--- config.mk ---
export PLATFORM = sky130hd
export DESIGN_NAME = day10_machine_scheduler
export DESIGN_NICKNAME = d
export VERILOG_FILES = /design/src/rtl/day10_machine_scheduler.sv
export SDC_FILE = /design/constraint.sdc
export NUM_CORES = 1
export LEC_CHECK = 0
export ABC_CLOCK_PERIOD_IN_PS = 3110
export BUFFER_PORTS_ARGS = -buffer_cell sky130_fd_sc_hd__buf_4
export CAP_MARGIN = 30
export CORE_UTILIZATION = 45
export DETAILED_ROUTE_END_ITERATION = 10
export PLACE_DENSITY_LB_ADDON = 0.08
export RECOVER_POWER = 100
export SLEW_MARGIN = 20
export SYNTH_ARGS = -nofsm -noshare
export SYNTH_HDL_FRONTEND = slang
export SYNTH_SLANG_ARGS = --single-unit
--- constraint.sdc ---
create_clock -name clk -period 3.11 [get_ports clk]
set_clock_uncertainty 0.05 [all_clocks]
set_input_delay 0 -clock clk [delete_from_list [all_inputs] [get_ports clk]]
set_output_delay 0 -clock clk [all_outputs]
set_load 0.05 [all_outputs]
--- src/rtl/day10_machine_scheduler.sv ---
// day10_machine_scheduler: sequences the input reader and the solver once per machine record and accumulates a total.
// Latency: 1 cycle from reader_ready to solver_start, and 1 cycle from solver_done to the next reader_start.
// Backpressure: none; the FSM waits for the reader and solver pulses, with a watchdog that moves it to ERROR.
//
// Ports:
//   clk, rst_n                       clock, synchronous active-low reset
//   go                               start/restart request; sampled only in IDLE, DONE and ERROR
//   reader_start / reader_ready      pulse handshake with the input reader
//   end_of_input                     sticky flag from the reader: this record is the final one
//   solver_start / solver_done       pulse handshake with the solver
//   solver_min_presses               solver result, sampled on the solver_done cycle
//   total_presses, machines_done     saturating run totals
//   busy, done, timeout_err          status decoded from the state register
//
// Optional build macro DAY10_SCHED_STATS_EN adds two outputs:
//   max_presses (largest result in the run) and run_cycles (busy cycles, saturating).
module day10_machine_scheduler #(
    parameter int MAX_NUM_BUTTONS   = 16,
    parameter int MAX_NUM_BUTTONS_W = (MAX_NUM_BUTTONS <= 1) ? 1 : $clog2(MAX_NUM_BUTTONS + 1),
    parameter int TOTAL_W           = 32,
    parameter int MACHINE_CNT_W     = 16,
    parameter int TIMEOUT_CYCLES    = 65535
) (
    input  logic                         clk,
    input  logic                         rst_n,
    input  logic                         go,
    output logic                         reader_start,
    input  logic                         reader_ready,
    input  logic                         end_of_input,
    output logic                         solver_start,
    input  logic                         solver_done,
    input  logic [MAX_NUM_BUTTONS_W-1:0] solver_min_presses,
    output logic [TOTAL_W-1:0]           total_presses,
    output logic [MACHINE_CNT_W-1:0]     machines_done,
    output logic                         busy,
    output logic                         done,
    output logic                         timeout_err
`ifdef DAY10_SCHED_STATS_EN
    ,
    output logic [MAX_NUM_BUTTONS_W-1:0] max_presses,
    output logic [31:0]                  run_cycles
`endif
);

    typedef enum logic [2:0] {
        IDLE        = 3'd0,
        START_READ  = 3'd1,
        WAIT_READ   = 3'd2,
        START_SOLVE = 3'd3,
        WAIT_SOLVE  = 3'd4,
        DONE        = 3'd5,
        ERROR       = 3'd6
    } state_t;

    // The watchdog counter only ever needs to hold 0 .. TIMEOUT_CYCLES-1.
    localparam int WD_W = (TIMEOUT_CYCLES <= 2) ? 1 : $clog2(TIMEOUT_CYCLES);
    localparam logic [WD_W-1:0] WD_LAST =
        WD_W'((TIMEOUT_CYCLES > 0) ? (TIMEOUT_CYCLES - 1) : 0);

    // Adder wide enough for either operand plus a carry, so the saturation
    // test works whichever of TOTAL_W / MAX_NUM_BUTTONS_W is wider.
    localparam int SUM_W = ((TOTAL_W > MAX_NUM_BUTTONS_W) ? TOTAL_W : MAX_NUM_BUTTONS_W) + 1;
    localparam logic [TOTAL_W-1:0]       TOTAL_ONES = '1;
    localparam logic [MACHINE_CNT_W-1:0] MCNT_ONES  = '1;

    state_t                   state;
    logic [WD_W-1:0]          wd_cnt;
    logic                     last_flag;

    logic                     restart;
    logic                     wd_expire;
    logic [SUM_W-1:0]         sum_ext;
    logic [TOTAL_W-1:0]       total_next;
    logic [MACHINE_CNT_W-1:0] mcnt_next;

    // Status and start pulses are plain decodes of the state register.
    assign reader_start = (state == START_READ);
    assign solver_start = (state == START_SOLVE);
    assign done         = (state == DONE);
    assign timeout_err  = (state == ERROR);
    assign busy         = (state != IDLE) && (state != DONE) && (state != ERROR);

    // go only matters in the three resting states; while busy it is ignored.
    assign restart = go && !busy;

    // The counter holds the number of already-elapsed wait cycles, so the
    // cycle on which it equals TIMEOUT_CYCLES-1 is the last one allowed.
    assign wd_expire = (TIMEOUT_CYCLES != 0) && (wd_cnt == WD_LAST);

    always_comb begin
        sum_ext    = SUM_W'(total_presses) + SUM_W'(solver_min_presses);
        total_next = (sum_ext > SUM_W'(TOTAL_ONES)) ? TOTAL_ONES : sum_ext[TOTAL_W-1:0];
        mcnt_next  = (machines_done == MCNT_ONES) ? MCNT_ONES : (machines_done + 1'b1);
    end

    always_ff @(posedge clk) begin
        if (!rst_n) begin
            state         <= IDLE;
            total_presses <= '0;
            machines_done <= '0;
            wd_cnt        <= '0;
            last_flag     <= 1'b0;
        end else begin
            case (state)
                IDLE, DONE, ERROR: begin
                    if (go) begin
                        state         <= START_READ;
                        total_presses <= '0;
                        machines_done <= '0;
                        last_flag     <= 1'b0;
                    end
                end

                START_READ: begin
                    state  <= WAIT_READ;
                    wd_cnt <= '0;
                end

                WAIT_READ: begin
                    // An arriving pulse beats a watchdog expiring on the same cycle.
                    if (reader_ready) begin
                        last_flag <= end_of_input;
                        state     <= START_SOLVE;
                    end else begin
                        wd_cnt <= wd_cnt + 1'b1;
                        if (wd_expire) begin
                            state <= ERROR;
                        end
                    end
                end

                START_SOLVE: begin
                    state  <= WAIT_SOLVE;
                    wd_cnt <= '0;
                end

                WAIT_SOLVE: begin
                    if (solver_done) begin
                        total_presses <= total_next;
                        machines_done <= mcnt_next;
                        state         <= last_flag ? DONE : START_READ;
                    end else begin
                        wd_cnt <= wd_cnt + 1'b1;
                        if (wd_expire) begin
                            state <= ERROR;
                        end
                    end
                end

                default: begin
                    state <= IDLE;
                end
            endcase
        end
    end

`ifdef DAY10_SCHED_STATS_EN
    always_ff @(posedge clk) begin
        if (!rst_n) begin
            max_presses <= '0;
            run_cycles  <= '0;
        end else if (restart) begin
            max_presses <= '0;
            run_cycles  <= '0;
        end else begin
            if ((state == WAIT_SOLVE) && solver_done && (solver_min_presses > max_presses)) begin
                max_presses <= solver_min_presses;
            end
            if (busy && (run_cycles != 32'hFFFF_FFFF)) begin
                run_cycles <= run_cycles + 32'd1;
            end
        end
    end
`endif

endmodule

==> results.py, run 1 <==
metrics = {
    "route": {
        "vias_per_cell": 6.255,
        "drt-total-wl_um": 12110,
        "drc": 0,
        "drt-pass1-iter-count": 5,
        "ant_nets": 0,
        "vias": 4366,
        "wl_per_cell_um": 17.35,
        "drt_iter0_drc": 232,
    },
    "sta": {
        "max_freq_mhz": 351.8,
        "slew_headroom": 0.3288,
        "rsz0062_at_grt": "false",
        "hold_viol": 0,
        "fin_crit_ns": 2.843,
        "setup_viol": 0,
        "slew_viol_final": 0,
        "finalCritPeriodShare": 0.9140,
        "worst_slew_pin_slew_ns": 1.006,
        "setup-tns-final_ns": 0,
    },
    "synthesis": {
        "synth.top_cell.area_share": 0.3226,
        "synth_nets": 548,
        "ys_ff_latch": 68,
        "yosys.area.top_type": "dfxtp_1",
        "synth_edf_count": 0,
        "synth_cell_types": 78,
        "yosys_warnings": 0,
        "netlist_instances": 528,
        "synth_flop_cell": "dfxtp_1",
        "syn_area_sq_um": 4220,
        "ys_seq_area_frac": 0.3226,
        "async_flop_share": 0,
        "avgSynthCellArea_sq_um": 7.993,
        "netlist_top_cells_area": "dfxtp_1, o21ai_0, a21oi_1",
    },
    "pwr": {
        "p_per_area_nw_per_um2": 411.2,
        "power_leakage_nw": 1.557,
        "ir_worst_vdd_v": 0.0002328,
    },
    "clocking": {
        "clockBufferDepth": 2,
        "post-cts-setup-buffers": 0,
        "cts_buffers": 9,
        "h-tree-depth": 3,
        "insertion_delay_ns": 0.35,
        "cts_tree": "built",
        "cts.sinks": 68,
        "path_clk_slew_ns": 0.08,
        "clock-root-buffer": "clkbuf_8",
        "cts_resized": 0,
    },
    "final_layout": {
        "ff_latch_area_sq_um": 1361,
        "final_util": 0.5376,
        "fill_cells": 897,
        "finalNetCount": 605,
        "multi_input_area_sq_um": 2625,
        "fin_cells": 698,
        "layout-drive-gt1-share": 0.08305,
        "area_growth_pct": 13.25,
        "insertedDiodeCount": 0,
    },
    "placed_design": {
        "hpwl_um": 8444,
        "globalplace.congestion": 0.8920,
        "dp.cells": 679,
        "port_buffers": 63,
    },
    "setup_path": {
        "cp_max_fo": 10,
        "crit_path_max_incr_delay_ns": 0.84,
        "r2r_slack_ns": 0.27,
        "required_ns": 3.29,
        "worst_setup_path_end_kind": "register",
        "crit_path_top_delay_cell": "o2111ai_1",
        "arrival_ns": 3.02,
        "path_cells": "ha_1 -> inv_1 -> fa_1 -> and2b_1 -> o2111a_1 -> o2111ai_1 -> o31ai_1 -> a22o_1",
        "path_delay_family": "compound AO/OA/AOI/OAI gates",
        "cp-start-kind": "register",
        "path_class": "register to register",
        "worst-path-buf-inv": 1,
    },
    "grt": {
        "gr-total-overflow": 0,
        "antenna_found_initial": 0,
        "grt_pass1_vias": 4122,
        "track_usage": 0.2539,
        "grt_max_degree": 29,
        "grt_pass1_wl_um": 19980,
    },
    "worst_hold_path": {
        "hold_path_class": "primary input to register",
    },
    "floorplan": {
        "rows": 34,
        "die_x_um": 98.84,
        "die_area_sq_um": 9769,
        "fp.dieH_um": 98.84,
        "io-pin-count": 64,
        "initial_utilization": 0.4747,
        "core_region_area_sq_um": 8891,
    },
    "job": {
        "maxCapViolCount": 0,
    },
    "run_status": {
        "status": "finished, final reports clean",
    },
}
==> routing by layer <==
metal  vias up  global-route usage  share of wire
li1       2125                   -              -
met1      2068              0.3357           0.47
met2       161              0.4169           0.45
met3        12             0.05106          0.065
met4         0             0.07692          0.012
met5         -                   0              0
==> layout by cell type (no fill, tap or decap), types with 5 or more instances in the layout <==
cell,n
a2111oi_0,7
a211oi_1,7
a21oi_1,46
a22o_1,8
a31oi_1,6
and2_1,13
and4_1,7
buf_4,16
clkbuf_1,55
clkbuf_8,9
dfxtp_1,68
ha_1,8
inv_1,16
mux2i_1,5
nand2_1,42
nand3_1,23
nand4_1,12
nor2_1,39
nor2b_1,7
nor3_1,12
nor4_1,15
o211ai_1,5
o21ai_0,50
o2bb2ai_1,6
o31ai_1,11
or3_1,7
or4_1,5
xnor2_1,8
==> cell type report <==
| cell class | count | area share |
|---|---|---|
| multi-input combinational | 416 | 0.5492 |
| clock buffer | 10 | 0.02670 |
| timing repair buffer | 74 | 0.07487 |
| sequential | 68 | 0.2848 |
| inverter | 16 | 0.01257 |
| clock inverter | 6 | 0.02356 |
| tap | 108 | 0.02827 |
==> stage by stage <==
step           hold slack (ns)  area (sq um)  setup WS (ns)  total power, mW
3_3_place_gp            0.2923          4747         0.5388            1.090
4_1_cts                0.03536          5017         0.4760            1.991
3_5_place_dp            0.2973          4747         0.5031            1.092
6_report               0.04656          4780         0.2675            1.965
2_1_floorplan           0.1489          4220         0.3288            1.047
5_1_grt                0.07993          4780         0.1133            2.037
==> worst paths after layout <==
kind | cells after the start | startpoint | end
max reg2reg | 8 | total_presses[0] | total_presses[17]
min reg2reg | 2 | total_presses[3] | total_presses[3]
max | 8 | total_presses[0] | total_presses[17]
min | 3 | go | state[1]
==> cells by family (layout without fill, tap and decap cells) <==
kind of cell / after synthesis / after routing / synth area share
mux: 7 / 7 / 0.01808
simple gates: 204 / 204 / 0.2636
fa+ha+maj: 9 / 9 / 0.02846
flops: 68 / 68 / 0.3226
compound gates: 185 / 185 / 0.2968
buf+inv: 44 / 106 / 0.04773
xor+xnor: 11 / 11 / 0.02283
==> repair_timing <==
| action | in CTS | in global routing |
|---|---|---|
| hold endpoints to repair | 8 | 0 |
| endpoints found under the setup margin | 0 | 0 |
| hold buffers | 3 | 0 |
==> state kept, by name (all words and copies together), names as in the netlist <==
signal,count
total_presses,32
machines_done,16
wd_cnt,16
state,3
last_flag,1
==> Yosys cell counts (all sizes together) (4+ instances only) <==
cell type	number
dfxtp	68
o21ai	52
a21oi	46
nand2	43
nor2	39
nand3	23
clkbuf	17
nor4	17
inv	16
and2	13
nand4	13
nor3	12
buf	11
o31ai	11
a2111oi	8
a22o	8
ha	8
xnor2	8
a211oi	7
and4	7
nor2b	7
or3	7
a31oi	6
o2bb2ai	6
mux2i	5
o2111ai	5
o211ai	5
or4	5
o41ai	4
or2	4
==> worst register-to-register path, stage by stage (launching register included) <==
cell       delay (ns)
dfxtp_1          0.33
ha_1             0.21
inv_1            0.08
fa_1             0.20
and2b_1          0.22
o2111a_1         0.33
o2111ai_1        0.84
o31ai_1          0.20
a22o_1           0.28
==> report_power, final <==
part,internal [mW],switching (mW),total (mW)
Sequential,0.876,0.0139,0.890
Combinational,0.0536,0.121,0.175
Clock,0.535,0.366,0.901
Total,1.46,0.501,1.97
(Power assumes the default switching activity.)
==> inputs of run 2 (changes only) <==
ABC_AREA = 1   (was not set)
ABC_CLOCK_PERIOD_IN_PS = 3100   (was 3110)
clock period = 3.1 ns   (was 3.11 ns; I/O delays follow)
==> run 2 against run 1 <==
  * Critical path depth increased by 2
  * Non-clock buffer count fell by 4
  * Area after synthesis increased by 9.5%
  * Die area up 9.4%
  * Largest cell class unchanged
  * Final area rose by 7.5%
  * Worst setup slack better by 0.24 ns
==> results.py, run 2 <==
metrics = {
    "run_status": {
        "status": "finished, final reports clean",
    },
    "clocking": {
        "cts_tree": "built",
        "cts_buffers": 9,
        "post-cts-setup-buffers": 0,
        "path_clk_slew_ns": 0.08,
        "clock-root-buffer": "clkbuf_8",
        "clockBufferDepth": 2,
        "cts_resized": 0,
        "cts.sinks": 68,
        "h-tree-depth": 3,
        "insertion_delay_ns": 0.35,
    },
    "grt": {
        "grt_pass1_vias": 4361,
        "antenna_found_initial": 0,
        "gr-total-overflow": 0,
        "grt_max_degree": 56,
        "track_usage": 0.2403,
        "grt_pass1_wl_um": 20060,
    },
    "route": {
        "wl_met3_um": 605,
        "drt_iter0_drc": 213,
        "drt-total-wl_um": 12300,
        "drt-pass1-iter-count": 5,
        "wl_per_cell_um": 12.85,
        "drc": 0,
        "ant_nets": 0,
        "vias_per_cell": 5.121,
        "wl_met2_um": 5757,
        "vias": 4901,
        "wl_met1_um": 5690,
        "highest_layer": "met4",
    },
    "setup_path": {
        "crit_path_top_delay_cell": "nor2_1",
        "cp-start-kind": "register",
        "worst_setup_path_end_kind": "register",
        "path_cells": "nor2_1 -> nand2_2 -> inv_1 -> nand2_1 -> o21ai_2 -> nor2_1 -> nand2_2 -> nor2_1 -> nand2_1 -> and2_0",
        "path_class": "register to register",
        "arrival_ns": 2.78,
        "r2r_slack_ns": 0.51,
        "crit_path_max_incr_delay_ns": 0.64,
        "required_ns": 3.29,
        "r2r-start": "state[1]",
        "reg2reg_depth": 10,
        "path_delay_family": "simple AND/OR/NAND/NOR gates",
        "worst-path-buf-inv": 1,
        "cp_max_fo": 12,
        "crit_top_cell": "nor2_1",
        "r2r_end": "wd_cnt[6]",
    },
    "synthesis": {
        "netlist_top_cells_area": "dfxtp_1, nand2_1, a21oi_1",
        "netlist_instances": 759,
        "yosys.area.top_type": "dfxtp_1",
        "yosysMostFrequentCell": "nand2_1",
        "yosys_warnings": 0,
        "synth_flop_cell": "dfxtp_1",
        "synth_edf_count": 0,
        "avgSynthCellArea_sq_um": 6.091,
        "ys_ff_latch": 68,
        "synth_common_cells": "nand2_1, nor2_1, dfxtp_1, inv_1, a21oi_1",
        "async_flop_share": 0,
        "synth_cell_types": 40,
        "synth_nets": 779,
        "ys_seq_area_frac": 0.2945,
        "syn_area_sq_um": 4623,
        "synth.top_cell.area_share": 0.2945,
    },
    "floorplan": {
        "rows": 36,
        "fp.dieH_um": 103.4,
        "die_x_um": 103.4,
        "io-pin-count": 64,
        "initial_utilization": 0.4687,
        "core_region_area_sq_um": 9864,
        "die_area_sq_um": 10680,
    },
    "final_layout": {
        "final_area_sq_um": 5137,
        "finalNetCount": 840,
        "area_growth_pct": 11.12,
        "layout-drive-gt1-share": 0.06553,
        "largest_reg_flops": 32,
        "final_common_cell": "nand2_1",
        "layout_common_cells": "nand2_1, nor2_1, inv_1",
        "reg_top3": "total_presses x32, machines_done x16, wd_cnt x16",
        "fin_cells": 957,
        "insertedDiodeCount": 0,
        "top_register": "total_presses",
    },
    "pwr": {
        "total_power_mw": 2.302,
        "p_per_area_nw_per_um2": 448.1,
        "power_leakage_nw": 1.979,
        "ir_worst_vdd_v": 0.0002134,
    },
    "worst_hold_path": {
        "hold_path_class": "primary input to register",
        "hold_depth": 6,
        "whs_endpoint": "total_presses[0]",
        "hold_path_startpoint": "solver_min_presses[0]",
    },
    "sta": {
        "hold_viol": 0,
        "slew_headroom": 0.4712,
        "setup_viol": 0,
        "max_freq_mhz": 385.9,
        "finalCritPeriodShare": 0.8359,
        "worst_slew_pin_slew_ns": 0.7902,
        "slew_viol_final": 0,
        "setup-tns-final_ns": 0,
        "fin_crit_ns": 2.591,
        "rsz0062_at_grt": "false",
    },
    "placed_design": {
        "dp.cells": 938,
        "hpwl_um": 8851,
        "port_buffers": 63,
        "globalplace.congestion": 0.9075,
        "dpl-instance-area_sq_um": 5159,
    },
    "job": {
        "maxCapViolCount": 0,
    },
}
## run 2: cell count changes after synthesis, moves of 8 or more
cell	before	now
a21oi_1	46	64
nor2_1	39	80
nor4_1	15	0
a22o_1	8	0
nand3_1	23	54
inv_2	0	8
o31ai_1	11	1
inv_1	16	68
clkbuf_1	14	6
nand2_1	42	275
o21ai_0	49	21
and2_1	13	4
## run 2: final cells by class
cell class / instances / area (sq um)
Inverter: 76 / 285.3
Tap cell: 133 / 166.4
Clock buffer: 13 / 158.9
Clock inverter: 2 / 10.01
Sequential cell: 68 / 1361
Timing Repair Buffer: 70 / 334.1
Fill cell: 1076 / 4727
Multi-Input combinational cell: 595 / 2821
## run 2: kinds of logic (layout without fill, tap and decap cells)
group / after synthesis / after routing / synth area share
AOI/OAI and AO/OA: 105 / 105 / 0.1221
xor gates and xnor gates: 15 / 15 / 0.02842
adders and majority gates: 9 / 9 / 0.02598
buffers and inverters: 96 / 161 / 0.08904
DFF: 68 / 68 / 0.2945
and+or+nand+nor: 466 / 466 / 0.4401
## run 2: repair_timing
action	4_1_cts	5_1_grt
hold endpoints to repair	6	0
endpoints found under the setup margin	0	0
hold buffers	4	0
## run 2: through the flow
stage                       util  setup WS, ns  hold slack [ns]
after floorplan                -        0.6708          0.04763
after global placement    0.5230        0.8522           0.1949
after detailed placement  0.5230        0.7063           0.1979
after CTS                 0.5441        0.6420          0.07113
after global routing      0.5208        0.2218           0.1427
final                     0.5208        0.5086          0.08257
## run 2: per-layer routing
metal,vias up,GRT usage
li1,2546,-
met1,2212,0.3122
met2,122,0.4050
met3,21,0.03159
met4,0,0.09209
met5,-,0
## run 2: worst min-delay path, cell delays in order
cell and delay, ns:
buf_4 0.08, ha_1 0.12, inv_1 0.03, nand2_1 0.05
nand2_1 0.04, a21oi_1 0.11
## run 2: how the worst max path moves through the flow
stage                                start           endpoint  slack (ns)  depth (start not counted)
after floorplan           total_presses[0]   total_presses[5]        0.67                         13
after global placement    total_presses[0]  total_presses[10]        0.85                         12
after detailed placement  total_presses[0]  total_presses[10]        0.71                         12
after CTS                 total_presses[0]  total_presses[10]        0.64                         12
after global routing              state[0]          wd_cnt[6]        0.22                         10
final                             state[1]          wd_cnt[6]        0.51                         10
## run 2: power by group
group | switching, mW | total, mW | internal (mW)
clock | 0.348 | 0.677 | 0.328
combinational | 0.531 | 0.692 | 0.161
sequential | 0.0326 | 0.933 | 0.901
total | 0.912 | 2.30 | 1.39
==> inputs of run 3 (changes only) <==
ABC_CLOCK_PERIOD_IN_PS = 2100   (was 3100)
clock period = 2.1 ns   (was 3.1 ns; I/O delays follow)
==> run 3 against run 2 <==
  * Sequential power is 48% higher
  * First-iteration DRC count rose by 2.8%
  * Routed wire length rose by 4.2%
  * Non-clock buffer count increased by 17
  * Die area unchanged
  * Maximum frequency is 28% higher
  * Count of clock-buffer cells in the layout decreased by 3
  * Final area increased by 6.5%
  * Combinational power is 63% higher
  * Worst hold slack got worse by 0.0088 ns
  * Critical path type unchanged
  * Critical endpoint is now total_presses[21]
  * Largest power group unchanged
==> results.py, run 3 (synthesis gave the netlist of run 2 again) <==
metrics = {
    "final_layout": {
        "top_register": "total_presses",
        "largest_reg_flops": 32,
        "layout-drive-gt1-share": 0.1151,
        "layout_common_cells": "nand2_1, nor2_1, inv_1, dfxtp_1, a21oi_1",
        "reg_top3": "total_presses x32, machines_done x16, wd_cnt x16",
        "final_common_cell": "nand2_1",
        "finalNetCount": 858,
        "area_growth_pct": 18.32,
        "insertedDiodeCount": 0,
    },
    "setup_path": {
        "required_ns": 2.34,
        "reg2reg_depth": 13,
        "path_cells": "ha_4 -> inv_1 -> fa_2 -> inv_2 -> nand3_1 -> nand3_2 -> nand3_1 -> nand2_2 -> nand3_2 -> buf_6 -> o21ai_0 -> nand2_1 -> a21oi_1",
        "cp-start-kind": "register",
        "path_class": "register to register",
        "worst_setup_path_end_kind": "register",
        "r2r_end": "total_presses[21]",
        "r2r-start": "total_presses[0]",
        "r2r_slack_ns": 0.07,
        "arrival_ns": 2.27,
        "cp_max_fo": 9,
        "crit_path_top_delay_cell": "dfxtp_4",
        "crit_path_max_incr_delay_ns": 0.36,
    },
    "floorplan": {
        "initial_utilization": 0.4687,
        "rows": 36,
        "fp.dieH_um": 103.4,
        "die_x_um": 103.4,
        "io-pin-count": 64,
        "die_area_sq_um": 10680,
        "core_region_area_sq_um": 9864,
    },
    "run_status": {
        "status": "finished, final reports clean",
    },
    "worst_hold_path": {
        "whs_endpoint": "total_presses[0]",
        "hold_path_startpoint": "solver_min_presses[0]",
        "hold_path_class": "primary input to register",
        "hold_depth": 6,
    },
    "placed_design": {
        "port_buffers": 63,
        "globalplace.congestion": 0.8884,
        "hpwl_um": 9047,
    },
    "sta": {
        "slew_viol_final": 0,
        "max_freq_mhz": 492.2,
        "fin_crit_ns": 2.032,
        "setup_viol": 0,
        "worst_slew_pin_slew_ns": 0.6557,
        "setup-tns-final_ns": 0,
        "hold_viol": 0,
        "whs_ns": 0.07380,
        "slew_headroom": 0.5629,
        "finalCritPeriodShare": 0.9674,
        "rsz0062_at_grt": "true",
    },
    "pwr": {
        "p_per_area_nw_per_um2": 704.2,
        "power_leakage_nw": 2.143,
        "ir_worst_vdd_v": 0.0004268,
        "total_power_mw": 3.852,
    },
    "clocking": {
        "post-cts-setup-buffers": 0,
        "cts_buffers": 9,
        "cts.sinks": 68,
        "clock-root-buffer": "clkbuf_8",
        "insertion_delay_ns": 0.36,
        "h-tree-depth": 3,
        "path_clk_slew_ns": 0.07,
        "cts_tree": "built",
        "clockBufferDepth": 2,
    },
    "grt": {
        "antenna_found_initial": 0,
        "grt_pass1_wl_um": 20720,
        "grt_pass1_vias": 4381,
        "track_usage": 0.2489,
        "grt_max_degree": 56,
        "gr-total-overflow": 0,
    },
    "route": {
        "ant_nets": 0,
        "vias_per_cell": 5.183,
        "wl_per_cell_um": 13.12,
        "drc": 0,
        "drt_iter0_drc": 219,
        "drt-pass1-iter-count": 5,
        "drt-total-wl_um": 12810,
        "vias": 5059,
    },
    "job": {
        "maxCapViolCount": 0,
    },
}
-- run 3: cell count changes in the layout (fill, tap and decap cells not counted), moves of 3 or more --
cell	before	now
nand3_2	1	6
nand3_1	55	50
clkbuf_1	55	52
o21ai_0	24	20
inv_1	69	66
inv_2	5	9
nand2_1	278	272
nand2_2	5	9
buf_4	12	28
o21ai_1	5	9
bufinv_16	0	3
-- run 3: area by class of cell --
class                      instances  area (sq um)
sequential                        68          1366
inverter                          76         285.3
fill                            1023          4394
timing repair buffer              87         504.2
clock inverter                     6         112.6
tap                              133         166.4
clock buffer                      10         127.6
multi-input combinational        596          2908
-- run 3: through the flow --
| step | cells | cell area, sq um | util | setup WS (ns) |
|---|---|---|---|---|
| 2_1_floorplan | 759 | 4646 | - | 0.02154 |
| 3_3_place_gp | 955 | 5334 | 0.5407 | 0.07949 |
| 3_5_place_dp | 955 | 5334 | 0.5407 | -0.01649 |
| 4_1_cts | 976 | 5634 | 0.5712 | 0.005800 |
| 5_1_grt | 976 | 5470 | 0.5545 | -0.03892 |
| 6_report | 976 | 5470 | 0.5545 | 0.06845 |
-- run 3: per-layer routing --
metal	vias to the layer above	share of wire	GRT usage
met5	-	0	0
met4	0	0.021	0.09534
met3	19	0.053	0.04435
met2	132	0.48	0.4254
met1	2310	0.44	0.3113
li1	2598	-	-
-- run 3: how the worst max path moves through the flow --
stage	start	cells past startpoint	slack, ns	end
6_report	total_presses[0]	13	0.07	total_presses[21]
5_1_grt	total_presses[0]	13	-0.04	total_presses[21]
3_3_place_gp	total_presses[0]	13	0.08	total_presses[17]
4_1_cts	total_presses[0]	13	0.006	total_presses[12]
2_1_floorplan	total_presses[0]	13	0.02	total_presses[5]
3_5_place_dp	total_presses[0]	12	-0.02	total_presses[25]
-- run 3: report_power, final --
group / switching, mW / total [mW] / leakage [nW] / internal, mW
clock network: 0.555 / 1.35 / 0.120 / 0.792
logic: 0.826 / 1.13 / 1.47 / 0.304
registers: 0.0480 / 1.38 / 0.550 / 1.33
total: 1.43 / 3.85 / 2.14 / 2.42
-- run 3: repair_timing --
action | 4_1_cts | 5_1_grt
gates cloned | 1 | 0
gates resized for setup | 3 | 13
endpoints found under the hold margin | 7 | 0
setup endpoints to repair | 14 | 32
hold buffers | 4 | 0
pin swaps | 0 | 0
-- run 3: worst max-delay path, delay by kind of cell (launching register included) --
| family | cells | cell delay, ns |
|---|---|---|
| DFF | 1 | 0.36 |
| and+or+nand+nor | 6 | 0.57 |
| adders and majority gates | 2 | 0.48 |
| AOI/OAI and AO/OA | 2 | 0.20 |
| buffers and inverters | 3 | 0.28 |
